==> src/rtl/pipeline_hazard_controller_if.sv <==
// Hazard-control bundle between the pipeline datapath and the stall/flush sequencer.
// master = datapath (drives events, consumes enables/flushes); slave = controller.
interface pipeline_hazard_controller_if #(
    parameter int REG_W = 5
);
    // events observed in the pipeline
    logic             ihit;
    logic             dhit;
    logic             mem_dreq;
    logic [REG_W-1:0] id_rs;
    logic [REG_W-1:0] id_rt;
    logic             ex_memread;
    logic [REG_W-1:0] ex_regdest;
    logic             mem_redirect;
    logic             mem_halt;

    // PC / pipeline-latch control
    logic             pc_en;
    logic             ifid_en;
    logic             idex_en;
    logic             exmem_en;
    logic             memwb_en;
    logic             ifid_flush;
    logic             idex_flush;
    logic             exmem_flush;

    modport master (
        output ihit, dhit, mem_dreq,
        output id_rs, id_rt, ex_memread, ex_regdest,
        output mem_redirect, mem_halt,
        input  pc_en, ifid_en, idex_en, exmem_en, memwb_en,
        input  ifid_flush, idex_flush, exmem_flush
    );

    modport slave (
        input  ihit, dhit, mem_dreq,
        input  id_rs, id_rt, ex_memread, ex_regdest,
        input  mem_redirect, mem_halt,
        output pc_en, ifid_en, idex_en, exmem_en, memwb_en,
        output ifid_flush, idex_flush, exmem_flush
    );
endinterface

==> src/rtl/pipeline_hazard_controller.sv <==
// Stall/flush sequencer for the 5-stage pipeline: memory wait, load-use, redirect, halt.
// Ports: clk, rst (async, active-high); hz (slave bundle: events in, enables/flushes out);
//        halted, state_o (RUN=0 LDUSE=1 DWAIT=2 REDIR=3 HALT=4), stall_cycles, redirect_cnt.
// Optional perf counters enabled by defining HAZ_PERF_EN; otherwise the counter ports read 0.
module pipeline_hazard_controller #(
    parameter int REG_W = 5,
    parameter int CNT_W = 32
) (
    input  logic                       clk,
    input  logic                       rst,
    pipeline_hazard_controller_if.slave hz,
    output logic                       halted,
    output logic [2:0]                 state_o,
    output logic [CNT_W-1:0]           stall_cycles,
    output logic [CNT_W-1:0]           redirect_cnt
);

    typedef enum logic [2:0] {
        RUN   = 3'd0,
        LDUSE = 3'd1,
        DWAIT = 3'd2,
        REDIR = 3'd3,
        HALT  = 3'd4
    } state_t;

    localparam logic [REG_W-1:0] ZERO_REG = '0;

    // enable vector order: {pc, ifid, idex, exmem, memwb}
    localparam int PC = 4;
    localparam int IFID = 3;
    // flush vector order: {ifid, idex, exmem}
    localparam int FL_IFID = 2;
    localparam int FL_IDEX = 1;

    state_t     state;
    state_t     nxt;
    logic [4:0] en;
    logic [2:0] fl;

    logic dwait_ev;
    logic lu_hit;
    logic lu_ok;
    logic ev_halt;
    logic ev_dw;
    logic ev_rd;
    logic ev_lu;
    logic ev_im;

    assign dwait_ev = hz.mem_dreq & ~hz.dhit;

    // r0 is hardwired zero, so a load targeting it never creates a dependency
    assign lu_hit = hz.ex_memread
                  & (hz.ex_regdest != ZERO_REG)
                  & ((hz.ex_regdest == hz.id_rs) | (hz.ex_regdest == hz.id_rt));

    // the cycle after a load-use bubble the same pair is still visible; ignore it
    assign lu_ok = (state == RUN) & lu_hit;

    // priority-resolved, mutually exclusive events for RUN/LDUSE
    assign ev_halt = hz.mem_halt;
    assign ev_dw   = ~ev_halt & dwait_ev;
    assign ev_rd   = ~ev_halt & ~dwait_ev & hz.mem_redirect;
    assign ev_lu   = ~ev_halt & ~dwait_ev & ~hz.mem_redirect & lu_ok;
    assign ev_im   = ~ev_halt & ~dwait_ev & ~hz.mem_redirect & ~lu_ok & ~hz.ihit;

    always_ff @(posedge clk or posedge rst) begin
        if (rst) begin
            state <= RUN;
        end else begin
            state <= nxt;
        end
    end

    always_comb begin
        en  = 5'b11111;
        fl  = 3'b000;
        nxt = state;
        unique case (state)
            RUN, LDUSE: begin
                nxt = RUN;
                unique case (1'b1)
                    ev_halt: begin
                        en  = 5'b00000;
                        nxt = HALT;
                    end
                    ev_dw: begin
                        en  = 5'b00000;
                        nxt = DWAIT;
                    end
                    ev_rd: begin
                        // PC loads the target, younger stages are squashed
                        fl  = 3'b111;
                        nxt = REDIR;
                    end
                    ev_lu: begin
                        en[PC]      = 1'b0;
                        en[IFID]    = 1'b0;
                        fl[FL_IDEX] = 1'b1;
                        nxt         = LDUSE;
                    end
                    ev_im: begin
                        en[PC]      = 1'b0;
                        fl[FL_IFID] = 1'b1;
                    end
                    default: ;
                endcase
            end
            DWAIT: begin
                // redirect/halt stay parked in EX/MEM until the access completes
                if (hz.dhit) begin
                    nxt = RUN;
                end else begin
                    en = 5'b00000;
                end
            end
            REDIR: begin
                if (dwait_ev) begin
                    en  = 5'b00000;
                    nxt = DWAIT;
                end else begin
                    en[PC]      = hz.ihit;
                    fl[FL_IFID] = ~hz.ihit;
                    if (hz.ihit) begin
                        nxt = RUN;
                    end
                end
            end
            HALT: begin
                en  = 5'b00000;
                nxt = HALT;
            end
            default: begin
                nxt = RUN;
            end
        endcase
    end

    // while reset is held the pipeline sees the idle pattern regardless of inputs
    assign hz.pc_en       = rst | en[4];
    assign hz.ifid_en     = rst | en[3];
    assign hz.idex_en     = rst | en[2];
    assign hz.exmem_en    = rst | en[1];
    assign hz.memwb_en    = rst | en[0];
    assign hz.ifid_flush  = ~rst & fl[2];
    assign hz.idex_flush  = ~rst & fl[1];
    assign hz.exmem_flush = ~rst & fl[0];

    assign halted  = (state == HALT);
    assign state_o = state;

`ifdef HAZ_PERF_EN
    localparam logic [CNT_W-1:0] CNT_MAX = '1;
    localparam logic [CNT_W-1:0] CNT_ONE = CNT_W'(1);

    logic [CNT_W-1:0] stall_q;
    logic [CNT_W-1:0] redir_q;

    always_ff @(posedge clk or posedge rst) begin
        if (rst) begin
            stall_q <= '0;
            redir_q <= '0;
        end else begin
            if (!en[PC] && state != HALT && stall_q != CNT_MAX) begin
                stall_q <= stall_q + CNT_ONE;
            end
            if (state == RUN && nxt == REDIR && redir_q != CNT_MAX) begin
                redir_q <= redir_q + CNT_ONE;
            end
        end
    end

    assign stall_cycles = stall_q;
    assign redirect_cnt = redir_q;
`else
    assign stall_cycles = '0;
    assign redirect_cnt = '0;
`endif

endmodule

==> src/flat_wrapper.sv <==
// flat-port wrapper written by rule: the top's interface ports become plain ports
module pipeline_hazard_controller_flat 
#(
    parameter int REG_W = 5,
    parameter int CNT_W = 32
)
  (clk, rst, halted, state_o, stall_cycles, redirect_cnt, hz_ihit, hz_dhit, hz_mem_dreq, hz_id_rs, hz_id_rt, hz_ex_memread, hz_ex_regdest, hz_mem_redirect, hz_mem_halt, hz_pc_en, hz_ifid_en, hz_idex_en, hz_exmem_en, hz_memwb_en, hz_ifid_flush, hz_idex_flush, hz_exmem_flush);
  pipeline_hazard_controller_if #(.REG_W(REG_W)) hz_i ();
  input  logic clk;
  input  logic rst;
  output logic halted;
  output logic [2:0] state_o;
  output logic [CNT_W-1:0] stall_cycles;
  output logic [CNT_W-1:0] redirect_cnt;
  input wire logic [$bits(hz_i.ihit)-1:0] hz_ihit;
  input wire logic [$bits(hz_i.dhit)-1:0] hz_dhit;
  input wire logic [$bits(hz_i.mem_dreq)-1:0] hz_mem_dreq;
  input wire logic [$bits(hz_i.id_rs)-1:0] hz_id_rs;
  input wire logic [$bits(hz_i.id_rt)-1:0] hz_id_rt;
  input wire logic [$bits(hz_i.ex_memread)-1:0] hz_ex_memread;
  input wire logic [$bits(hz_i.ex_regdest)-1:0] hz_ex_regdest;
  input wire logic [$bits(hz_i.mem_redirect)-1:0] hz_mem_redirect;
  input wire logic [$bits(hz_i.mem_halt)-1:0] hz_mem_halt;
  output wire logic [$bits(hz_i.pc_en)-1:0] hz_pc_en;
  output wire logic [$bits(hz_i.ifid_en)-1:0] hz_ifid_en;
  output wire logic [$bits(hz_i.idex_en)-1:0] hz_idex_en;
  output wire logic [$bits(hz_i.exmem_en)-1:0] hz_exmem_en;
  output wire logic [$bits(hz_i.memwb_en)-1:0] hz_memwb_en;
  output wire logic [$bits(hz_i.ifid_flush)-1:0] hz_ifid_flush;
  output wire logic [$bits(hz_i.idex_flush)-1:0] hz_idex_flush;
  output wire logic [$bits(hz_i.exmem_flush)-1:0] hz_exmem_flush;
  assign hz_i.ihit = hz_ihit;
  assign hz_i.dhit = hz_dhit;
  assign hz_i.mem_dreq = hz_mem_dreq;
  assign hz_i.id_rs = hz_id_rs;
  assign hz_i.id_rt = hz_id_rt;
  assign hz_i.ex_memread = hz_ex_memread;
  assign hz_i.ex_regdest = hz_ex_regdest;
  assign hz_i.mem_redirect = hz_mem_redirect;
  assign hz_i.mem_halt = hz_mem_halt;
  assign hz_pc_en = hz_i.pc_en;
  assign hz_ifid_en = hz_i.ifid_en;
  assign hz_idex_en = hz_i.idex_en;
  assign hz_exmem_en = hz_i.exmem_en;
  assign hz_memwb_en = hz_i.memwb_en;
  assign hz_ifid_flush = hz_i.ifid_flush;
  assign hz_idex_flush = hz_i.idex_flush;
  assign hz_exmem_flush = hz_i.exmem_flush;
  pipeline_hazard_controller #(.REG_W(REG_W), .CNT_W(CNT_W)) u_core (.clk(clk), .rst(rst), .hz(hz_i), .halted(halted), .state_o(state_o), .stall_cycles(stall_cycles), .redirect_cnt(redirect_cnt));
endmodule
==> config.mk <==
export PLATFORM = sky130hd
export DESIGN_NAME = pipeline_hazard_controller_flat
export DESIGN_NICKNAME = d
export VERILOG_FILES = /design/src/rtl/pipeline_hazard_controller_if.sv /design/src/rtl/pipeline_hazard_controller.sv /design/src/flat_wrapper.sv
export SDC_FILE = /design/constraint.sdc
export NUM_CORES = 1
export LEC_CHECK = 0
export CAP_MARGIN = 20
export CORE_AREA = 10 10 70 78
export CTS_CLUSTER_SIZE = 20
export DETAILED_ROUTE_END_ITERATION = 8
export DIE_AREA = 0 0 80 88
export PLACE_DENSITY_LB_ADDON = 0.12
export SETUP_SLACK_MARGIN = 0.1
export SLEW_MARGIN = 20
export SYNTH_ARGS = -nofsm -noshare
export SYNTH_HDL_FRONTEND = slang
export SYNTH_SLANG_ARGS = --single-unit
==> constraint.sdc <==
create_clock -name clk -period 1.85 [get_ports clk]
set_clock_uncertainty 0.05 [all_clocks]
set_input_delay 0.37 -clock clk [delete_from_list [all_inputs] [get_ports clk]]
set_output_delay 0.37 -clock clk [all_outputs]
set_load 0.05 [all_outputs]
-- Word-level counts from Yosys, hierarchy flattened
Index checks and enable logic that the tools add are counted.
- memory bits (writable): 0
- output and inout port bits: 76
- latch bits: 0
- bits in registers: 3
- logic and storage cells: 63
- memories kept: 0
- bits of input ports: 23
- memory bits (read-only): 0
- $mul: 0
- eq/ne operators: 8
- magnitude comparators: 0
- reductions and logical operators: 9
- divide/modulo/power cells: 0
- shift-type cells: 0
- bitwise operators: 27
- $add $sub $neg: 0
- mux-type cells: 18
- operators with widths (operator ; number):
    $pmux W3 S4 ; 2
    $pmux W5 S4 ; 1
    $and A1 B1 Y1 ; 14
    $mux W3 ; 4
    $eq A5 B5 Y1 ; 2
    $reduce_or A2 Y1 ; 4
    $mux W1 ; 7
    $not A1 Y1 ; 7
    $eq A3 B2 Y1 const B ; 2
    $or A1 B1 Y1 ; 6
    $mux W5 ; 1
    $reduce_bool A5 Y1 ; 1
    $mux W4 ; 1
    $reduce_or A4 Y1 ; 1
    $eq A3 B1 Y1 const B ; 1
    $eq A3 B3 Y1 const B ; 1
    $logic_not A3 Y1 ; 1
    $ne A3 B2 Y1 const B ; 1
    $reduce_or A3 Y1 ; 1
    $mux W2 ; 1
    $ne A2 B2 Y1 const B ; 1
    $pmux W1 S2 ; 1
    $reduce_and A2 Y1 ; 1

-- Logic depth before layout (Yosys ltp)
Gate-level depths: netlist of run 1.
- depth in word-level cells: 11
- depth in mapped cells: 6

-- Worst setup path after synthesis of run 1
No wires, ideal clock.
- path type: reg2out
- from: register u_core.state[2] (netlist: u_core.state_o[2])
- to: output hz_ifid_flush
- path slack: -978 ps
- required time: 1430 ps
- stages on the path, launching flop included: 6
- arrival time: 2408 ps
- path through: dfrtp_1 -> buf_6 -> or4_4 -> nor2_1 -> inv_1 -> o41ai_2
- word-level cells in the longest chain between the ends: 9
- elaborated cells between the ends (all ways): 12
- those cells by class: 2 x eq/ne; 2 x mux; 5 x bitwise; 3 x reduce/logical
- RTL lines (item ; RTL line ; source):
    start: declaration ; pipeline_hazard_controller.sv:35 ; state_t state;
    start signal: assignment ; pipeline_hazard_controller.sv:70 ; state <= nxt;
    $logic_not A3 Y1 ; pipeline_hazard_controller.sv:57, pipeline_hazard_controller.sv:78 ;
    $and A1 B1 Y1 ; pipeline_hazard_controller.sv:57 ; assign lu_ok = (state == RUN) & lu_hit;
    $not A1 Y1 ; pipeline_hazard_controller.sv:64 ; assign ev_im = ~ev_halt & ~dwait_ev & ~hz.mem_redirect & ~lu_ok & ~hz.ihit;
    $and A1 B1 Y1 (2 in a row) ; pipeline_hazard_controller.sv:64 ;
    $reduce_or A2 Y1 (no line) ; - ;
    $mux W1 ; pipeline_hazard_controller.sv:81 ; unique case (1'b1)
    $pmux W1 S2 * ; pipeline_hazard_controller.sv:78 ; unique case (state)
    $and A1 B1 Y1 * ; pipeline_hazard_controller.sv:144 ; assign hz.ifid_flush = ~rst & fl[2];
    end: declaration ; flat_wrapper.sv:29 ; output wire logic [$bits(hz_i.ifid_flush)-1:0] hz_ifid_flush;
Every way passes the cells marked *; elsewhere a longest branch is shown, timed or not.

-- Final worst setup path of run 1
- from: register u_core.state[1] (netlist: u_core.state_o[1])
- to: output hz_ifid_flush
Same word-level chain as after synthesis.

==> impl_table.tex, run 1 <==
\begin{tabular}{lr}
\hline
Metric & Value \\
\hline
\multicolumn{2}{l}{\textbf{Run status}} \\
\quad Outcome & complete, but fails checks \\
\quad Failing checks & setup timing \\
\multicolumn{2}{l}{\textbf{Placement}} \\
\quad Routability-driven placement congestion ratio & 0.836 \\
\quad Placed wire-length estimate after detailed placement & 2890 um \\
\quad Number of placed instances, taps included & 230 \\
\quad Port-buffer cells & 34 \\
\multicolumn{2}{l}{\textbf{Pwr}} \\
\quad Worst vdd ir & 0.000251 V \\
\quad Power density over the cells & 975 nW/um\^{}2 \\
\quad Leak & 0.801 nW \\
\multicolumn{2}{l}{\textbf{Floorplanning}} \\
\quad Core Footprint & 3900 um\^{}2 \\
\quad Die Footprint & 7040 um\^{}2 \\
\quad Die span in y & 88 um \\
\quad Initial cell density of the core & 25.8\% \\
\quad IO Pins & 99 \\
\quad Die span in x & 80 um \\
\quad Row count & 24 \\
\multicolumn{2}{l}{\textbf{STA}} \\
\quad Setup Viol. Count Final & 8 \\
\quad Final hold vios & 0 \\
\quad Sum of negative setup slack & -2810 ps \\
\quad Number of pins exceeding their max-slew limit in the final report & 0 \\
\quad Smallest setup slack after layout & -487 ps \\
\quad Ratio of final minimum period to clock period & 126\% \\
\quad Shortest clock period the worst path allows after layout & 2340 ps \\
\quad Maximum clock frequency & 428 MHz \\
\quad Setup repair after global routing missed its margin & true \\
\multicolumn{2}{l}{\textbf{Cells and area}} \\
\quad Antenna diode count & 0 \\
\quad Area overhead of the layout relative to synthesis & 56.2\% \\
\quad Finished Core Util & 40.3\% \\
\quad Share of cells above drive strength 1 & 41.0\% \\
\quad Final Non-Filler Cells & 240 \\
\quad Max reg flops & 3 \\
\quad Number of fillers in the final layout & 439 \\
\quad Final net count & 212 \\
\multicolumn{2}{l}{\textbf{Global route}} \\
\quad Residual overflow from global routing & 0 \\
\quad Via count of the first global-routing pass & 1002 \\
\quad Initial antenna violation count & 0 \\
\quad Global-route total usage across every layer & 8.41\% \\
\quad Wire length of the first global-routing pass & 4830 um \\
\quad Maximum number of pins on one net before global-route repair & 8 \\
\multicolumn{2}{l}{\textbf{Setup path}} \\
\quad Highest cell delay on the worst timing path & 550 ps \\
\quad CP Data Required Time & 1430 ps \\
\quad Top fanout value on the critical path & 5 \\
\quad Slowest stage cell on the critical path & sky130\_fd\_sc\_hd\_\_or4\_4 \\
\quad Cell family with most CP delay & simple AND/OR/NAND/NOR gates \\
\quad Critical path class & register to output pin \\
\quad Crit path cell chain & or4\_4 -> nor2\_4 -> inv\_2 -> o41ai\_4 -> buf\_12 \\
\quad Worst EP arrival & 1920 ps \\
\quad Critical path buffer and inverter count & 2 \\
\quad Startpoint type of the worst setup path & register \\
\quad Endpoint class of the critical path & output pin \\
\multicolumn{2}{l}{\textbf{Logic synthesis}} \\
\quad Number of synthesized flops with an enable pin & 0 \\
\quad Adder-Cell Fraction of Synth Area & 0\% \\
\quad Yosys warning count & 0 \\
\quad Area fraction in compound gates after synthesis & 12.3\% \\
\quad Average cell area after synthesis & 7.98 um\^{}2 \\
\quad Proportion of synthesized area in mux cells & 0.995\% \\
\quad Post-synthesis async set-or-reset flop share & 100\% \\
\quad Dominant combinational cell family by area after synthesis & buffers and inverters \\
\quad Sequential area share after synthesis & 7.46\% \\
\quad Predominant post-synthesis flop cell & sky130\_fd\_sc\_hd\_\_dfrtp\_1 \\
\quad Post-Synthesis Cells & 126 \\
\quad Yosys reg bits & 3 \\
\quad Cell area after synthesis & 1010 um\^{}2 \\
\quad Synth Area in Simple Gates & 17.5\% \\
\quad Xor-xnor portion of the synthesized cell area & 8.71\% \\
\quad Yosys cell types & 33 \\
\multicolumn{2}{l}{\textbf{Clocking}} \\
\quad Number of clock buffers inserted by TritonCTS & 3 \\
\quad Clock insertion delay at the later pin of the skew report & 210 ps \\
\quad Cts-stage hold buffer count & 0 \\
\quad TritonCTS clock tree & built \\
\quad Cell chosen for the clock root & sky130\_fd\_sc\_hd\_\_clkbuf\_8 \\
\quad Bufs on Longest Clock Path & 2 \\
\quad Post-CTS clock slew at the launch and capture registers of the worst setup and hold paths & 30 ps \\
\quad Number of sinks on the clock net & 3 \\
\quad Deepest level of the CTS H-tree & 1 \\
\multicolumn{2}{l}{\textbf{Route}} \\
\quad DRC Markers & 0 \\
\quad DRC violation total after the first TritonRoute iteration & 25 \\
\quad Detailed-route vias per instance & 3.52 \\
\quad Detail-routed net length per standard cell & 13.2 um \\
\quad Total wirelength of the detailed-routed design & 3170 um \\
\quad Detailed-route via count & 845 \\
\quad Remaining antenna violation count after routing & 0 \\
\quad Number of iterations in the first detailed-routing pass & 4 \\
\multicolumn{2}{l}{\textbf{Run}} \\
\quad Max-Cap Viols & 0 \\
\multicolumn{2}{l}{\textbf{Hold path}} \\
\quad Tightest Hold Check Type & input pin to asynchronous set/reset pin \\
\hline
\end{tabular}
## metrics by stage
step	area (um^2)	hold slack, ps	total power, mW	setup WS, ps
CTS	1520	612	1.50	-509
detailed placement	1410	621	1.26	-743
global placement	1410	608	1.25	-735
floorplan	1280	82.0	0.956	-608
finish	1570	328	1.53	-487
global route	1570	374	1.61	-551
## worst register-to-register path, delay by kind of cell, from the launching register on
family | cells | cell delay [ps]
and+or+nand+nor | 1 | 550
DFF | 1 | 440
AOI/OAI and AO/OA | 1 | 210
buffers and inverters | 1 | 160
## routing by layer
metal / share of wire [%] / routed length [um] / GRT usage [%] / vias up
li1: - / - / - / 410
met1: 35 / 1110 / 7.91 / 378
met2: 54 / 1710 / 16.1 / 55
met3: 10 / 329 / 3.89 / 2
met4: 0.44 / 14 / 1.92 / 0
met5: 0 / 0 / 0 / -
## cell type report
cell class	instances	area [um^2]	share of cell area [%]
inverters	3	11.3	0.717
clock buffers	4	45.0	2.87
repair buffers	63	622	39.6
well taps	52	65.1	4.14
flip-flops and latches	3	77.6	4.94
multi-input cells	115	751	47.8
## power breakdown
part | leakage, nW | internal (mW) | switching, mW
registers | 0.0352 | 0.0856 | 0.0388
clock network | 0.0228 | 0.147 | 0.0393
logic | 0.743 | 0.454 | 0.768
## cell families (layout without fill, tap and decap cells)
kind of cell / after synthesis / in the layout
AO/OA/AOI/OAI: 15 / 15
XOR/XNOR: 10 / 10
buffers and inverters: 71 / 70
flip-flops: 3 / 3
multiplexers: 1 / 1
other: 1 / 64
AND/OR/NAND/NOR: 25 / 25
## what timing repair did
action                                  in CTS  in global routing
buffers inserted                             5                  1
endpoints found under the setup margin       9                  8
pin swaps                                   16                 11
resized for setup                           50                 21
## synthesized netlist by cell type (all sizes together) (2+ instances only)
cell type	number	area share, %
a21oi	3	1.5
buf	68	51
dfrtp	3	7.5
inv	3	1.1
nand2b	2	1.2
nand3b	2	1.5
nor2	7	2.9
nor3	3	1.5
o21ai	2	1.4
o31ai	2	1.5
or3	3	2.4
or4	2	2.2
xor2	10	8.7
## placed cells by master, fill, tap and decap left out, drive strengths merged, types with 7 or more instances in the layout
master and n:
buf 46, clkbuf 7, conb 64, dlygate4sd2 11, nor2 7, xor2 10
## worst paths after layout
| check | to | slack [ps] | cells after the start | start |
|---|---|---|---|---|
| max | hz_ifid_flush | -490 | 5 | u_core.state_o[1] |
| min | u_core.state_o[0] | 330 | 4 | rst |
| max reg2reg | u_core.state_o[0] | 340 | 3 | u_core.state_o[1] |
| min reg2reg | u_core.state_o[2] | 650 | 2 | u_core.state_o[1] |
| max in group asynchronous | u_core.state_o[2] | 1320 | 4 | rst |
| min in group clk | u_core.state_o[2] | 560 | 4 | hz_mem_halt |
(Power assumes the default switching activity.)
==> run 2, diff against run 1 <==
--- a/config.mk
+++ b/config.mk
@@ -6,10 +6,10 @@
 export NUM_CORES = 1
 export LEC_CHECK = 0
 export CAP_MARGIN = 20
-export CORE_AREA = 10 10 70 78
+export CORE_AREA = 10 10 72 80
 export CTS_CLUSTER_SIZE = 20
 export DETAILED_ROUTE_END_ITERATION = 8
-export DIE_AREA = 0 0 80 88
+export DIE_AREA = 0 0 82 90
 export PLACE_DENSITY_LB_ADDON = 0.12
 export SETUP_SLACK_MARGIN = 0.1
 export SLEW_MARGIN = 20
==> run 2 against run 1 <==
The run still ends with setup timing left; cell count up 2.9%; largest power group unchanged; highest routed layer unchanged; wire length up 4.2%; largest cell class unchanged; critical endpoint is now hz_pc_en; count of clock-buffer cells in the layout unchanged.
==> impl_table.tex, run 2 (synthesized netlist as in run 1, its figures left out) <==
\begin{tabular}{lr}
\hline
Metric & Value \\
\hline
\multicolumn{2}{l}{\textbf{Cells and area}} \\
\quad Share of cells above drive strength 1 & 40.9\% (about the same) \\
\quad Commonest cells after routing, fill and taps aside & sky130\_fd\_sc\_hd\_\_conb\_1 (64), sky130\_fd\_sc\_hd\_\_buf\_4 (29), sky130\_fd\_sc\_hd\_\_dlygate4sd2\_1 (11), sky130\_fd\_sc\_hd\_\_xor2\_1 (10), sky130\_fd\_sc\_hd\_\_buf\_6 (9) \\
\quad Area overhead of the layout relative to synthesis & 62.1\% \\
\quad Number of fillers in the final layout & 468 (+6.6\%) \\
\quad Leading cell type in the layout, fill and taps excluded & sky130\_fd\_sc\_hd\_\_conb\_1 \\
\quad Final net count & 217 (+2.4\%) \\
\quad Max reg flops & 3 (unchanged) \\
\quad Antenna diode count & 0 (unchanged) \\
\multicolumn{2}{l}{\textbf{Setup path}} \\
\quad Startpoint type of the worst setup path & register \\
\quad Worst EP arrival & 1890 ps (-30 ps) \\
\quad Critical path class & register to output pin \\
\quad Top fanout value on the critical path & 5 (unchanged) \\
\quad Endpoint class of the critical path & output pin \\
\quad CP Data Required Time & 1430 ps (about the same) \\
\multicolumn{2}{l}{\textbf{Clocking}} \\
\quad Bufs on Longest Clock Path & 2 (unchanged) \\
\quad Number of sinks on the clock net & 3 (unchanged) \\
\quad Cell chosen for the clock root & sky130\_fd\_sc\_hd\_\_clkbuf\_8 \\
\quad Cts-stage hold buffer count & 0 (unchanged) \\
\quad Deepest level of the CTS H-tree & 1 (unchanged) \\
\quad Post-CTS clock slew at the launch and capture registers of the worst setup and hold paths & 30 ps (about the same) \\
\quad Clock insertion delay at the later pin of the skew report & 210 ps (about the same) \\
\quad Number of clock buffers inserted by TritonCTS & 3 (unchanged) \\
\quad TritonCTS clock tree & built \\
\multicolumn{2}{l}{\textbf{Run}} \\
\quad Max-Cap Viols & 0 (unchanged) \\
\multicolumn{2}{l}{\textbf{Route}} \\
\quad Detailed-route via count & 881 (+4.3\%) \\
\quad Total wirelength of the detailed-routed design & 3310 um (+4.2\%) \\
\quad Detail-routed net length per standard cell & 13.4 um (+1.3\%) \\
\quad Remaining antenna violation count after routing & 0 (unchanged) \\
\quad Detailed-route vias per instance & 3.57 (+1.3\%) \\
\quad DRC violation total after the first TritonRoute iteration & 16 (-36\%) \\
\quad Number of iterations in the first detailed-routing pass & 4 (unchanged) \\
\quad DRC Markers & 0 (unchanged) \\
\multicolumn{2}{l}{\textbf{Global route}} \\
\quad Residual overflow from global routing & 0 (unchanged) \\
\quad Global-route total usage across every layer & 8.03\% (-0.38 points) \\
\quad Via count of the first global-routing pass & 1038 (+3.6\%) \\
\quad Wire length of the first global-routing pass & 4770 um (-1.3\%) \\
\quad Initial antenna violation count & 0 (unchanged) \\
\quad Maximum number of pins on one net before global-route repair & 8 (unchanged) \\
\multicolumn{2}{l}{\textbf{Pwr}} \\
\quad Proportion of power drawn by combinational gates & 80.5\% (+0.8 points) \\
\quad Clock power share & 11.9\% (-0.2 points) \\
\quad Leak & 0.823 nW (+2.8\%) \\
\quad Switching Share & 54.2\% (-0.99 points) \\
\quad Cell-internal power & 0.724 mW (+5.6\%) \\
\quad Power density over the cells & 971 nW/um\^{}2 (-0.44\%) \\
\quad Relative contribution of sequential cells to total power & 7.6\% (-0.5 points) \\
\quad Sw Pwr & 0.858 mW (+1.4\%) \\
\quad Worst vdd ir & 0.000235 V (-6.4\%) \\
\multicolumn{2}{l}{\textbf{STA}} \\
\quad Sum of negative setup slack & -2870 ps (-60.4 ps) \\
\quad Maximum clock frequency & 433 MHz (+1.3\%) \\
\quad Number of pins exceeding their max-slew limit in the final report & 0 (unchanged) \\
\quad Setup Viol. Count Final & 8 (unchanged) \\
\quad Smallest setup slack after layout & -458 ps (+29.4 ps) \\
\quad Setup repair after global routing missed its margin & true \\
\quad Shortest clock period the worst path allows after layout & 2310 ps (-29.4 ps) \\
\quad Ratio of final minimum period to clock period & 125\% (-1.6 points) \\
\quad Final hold vios & 0 (unchanged) \\
\multicolumn{2}{l}{\textbf{Floorplanning}} \\
\quad Die span in x & 82 um (+2.5\%) \\
\quad Die span in y & 90 um (+2.3\%) \\
\quad Core Footprint & 4190 um\^{}2 (+7.4\%) \\
\quad IO Pins & 99 (unchanged) \\
\quad Row count & 25 (+4.2\%) \\
\quad Initial cell density of the core & 24.0\% (-1.8 points) \\
\quad Die Footprint & 7380 um\^{}2 (+4.8\%) \\
\multicolumn{2}{l}{\textbf{Placement}} \\
\quad Routability-driven placement congestion ratio & 0.789 (-5.5\%) \\
\quad Port-buffer cells & 34 (unchanged) \\
\quad Worst setup slack before clock tree synthesis & -720 ps (+22.5 ps) \\
\quad Placed wire-length estimate after detailed placement & 2810 um (-2.8\%) \\
\multicolumn{2}{l}{\textbf{Run status}} \\
\quad Outcome & complete, but fails checks \\
\quad Failing checks & setup timing \\
\multicolumn{2}{l}{\textbf{Hold path}} \\
\quad Tightest Hold Check Type & input pin to asynchronous set/reset pin \\
\hline
\end{tabular}
## run 2: metal layers
layer | global-route usage [%] | vias up | share of wire, %
met5 | 0 | - | 0
met3 | 3.49 | 2 | 11
met4 | 1.28 | 0 | 0.12
li1 | - | 421 | -
met1 | 8.39 | 392 | 38
met2 | 14.4 | 66 | 51
## run 2: worst max-delay path, cell delays in order (launching register included)
cell	delay, ps
sky130_fd_sc_hd__dfrtp_2	440
sky130_fd_sc_hd__buf_4	170
sky130_fd_sc_hd__nor2_1	130
sky130_fd_sc_hd__a21oi_2	90
sky130_fd_sc_hd__a21o_1	170
sky130_fd_sc_hd__or3_4	380
sky130_fd_sc_hd__o211a_4	150
sky130_fd_sc_hd__buf_12	140
## run 2: power by group through the flow
stage          Sequential, mW  Combinational [mW]  Clock (mW)
2_1_floorplan           0.158               0.797           0
3_3_place_gp            0.121                1.15           0
3_5_place_dp            0.119                1.15           0
4_1_cts                 0.118                1.23       0.193
5_1_grt                 0.124                1.33       0.202
6_report                0.120                1.27       0.189
## run 2: per-stage QoR
stage / cells / area [um^2] / util (%) / power [mW] / hold WS [ps]
2_1_floorplan: 189 / 1280 / - / 0.956 / 82.0
3_3_place_gp: 233 / 1420 / 33.8 / 1.27 / 620
3_5_place_dp: 233 / 1420 / 33.8 / 1.27 / 614
4_1_cts: 243 / 1560 / 37.2 / 1.54 / 619
5_1_grt: 247 / 1630 / 38.9 / 1.65 / 341
6_report: 247 / 1630 / 38.9 / 1.58 / 316
## run 2: path summary, 6_finish.rpt
path | start | endpoint | slack, ps | cells after the start
setup / recovery | u_core.state_o[2] | hz_pc_en | -460 | 7
hold / removal | rst | u_core.state_o[0] | 320 | 4
setup reg to reg | u_core.state_o[2] | u_core.state_o[0] | 310 | 3
hold reg to reg | u_core.state_o[1] | u_core.state_o[2] | 600 | 2
max in group asynchronous | rst | u_core.state_o[2] | 1330 | 4
min in group clk | u_core.state_o[1] | u_core.state_o[2] | 600 | 2
## run 2: what timing repair did
item                                    in CTS  in global routing
gates resized for setup                     60                 11
buffers inserted                             6                  4
pin swaps                                   21                 11
endpoints found under the setup margin       9                  8
hold endpoints to repair                     0                  0
## run 2: area by class of cell
type                       count  area, um^2  share of cell area (%)
multi-input combinational    115         743                    45.6
sequential                     3        78.8                    4.84
inverter                       3        11.3                   0.691
tap                           54        67.6                    4.14
clock buffer                   4        45.0                    2.76
timing repair buffer          68         684                    42.0
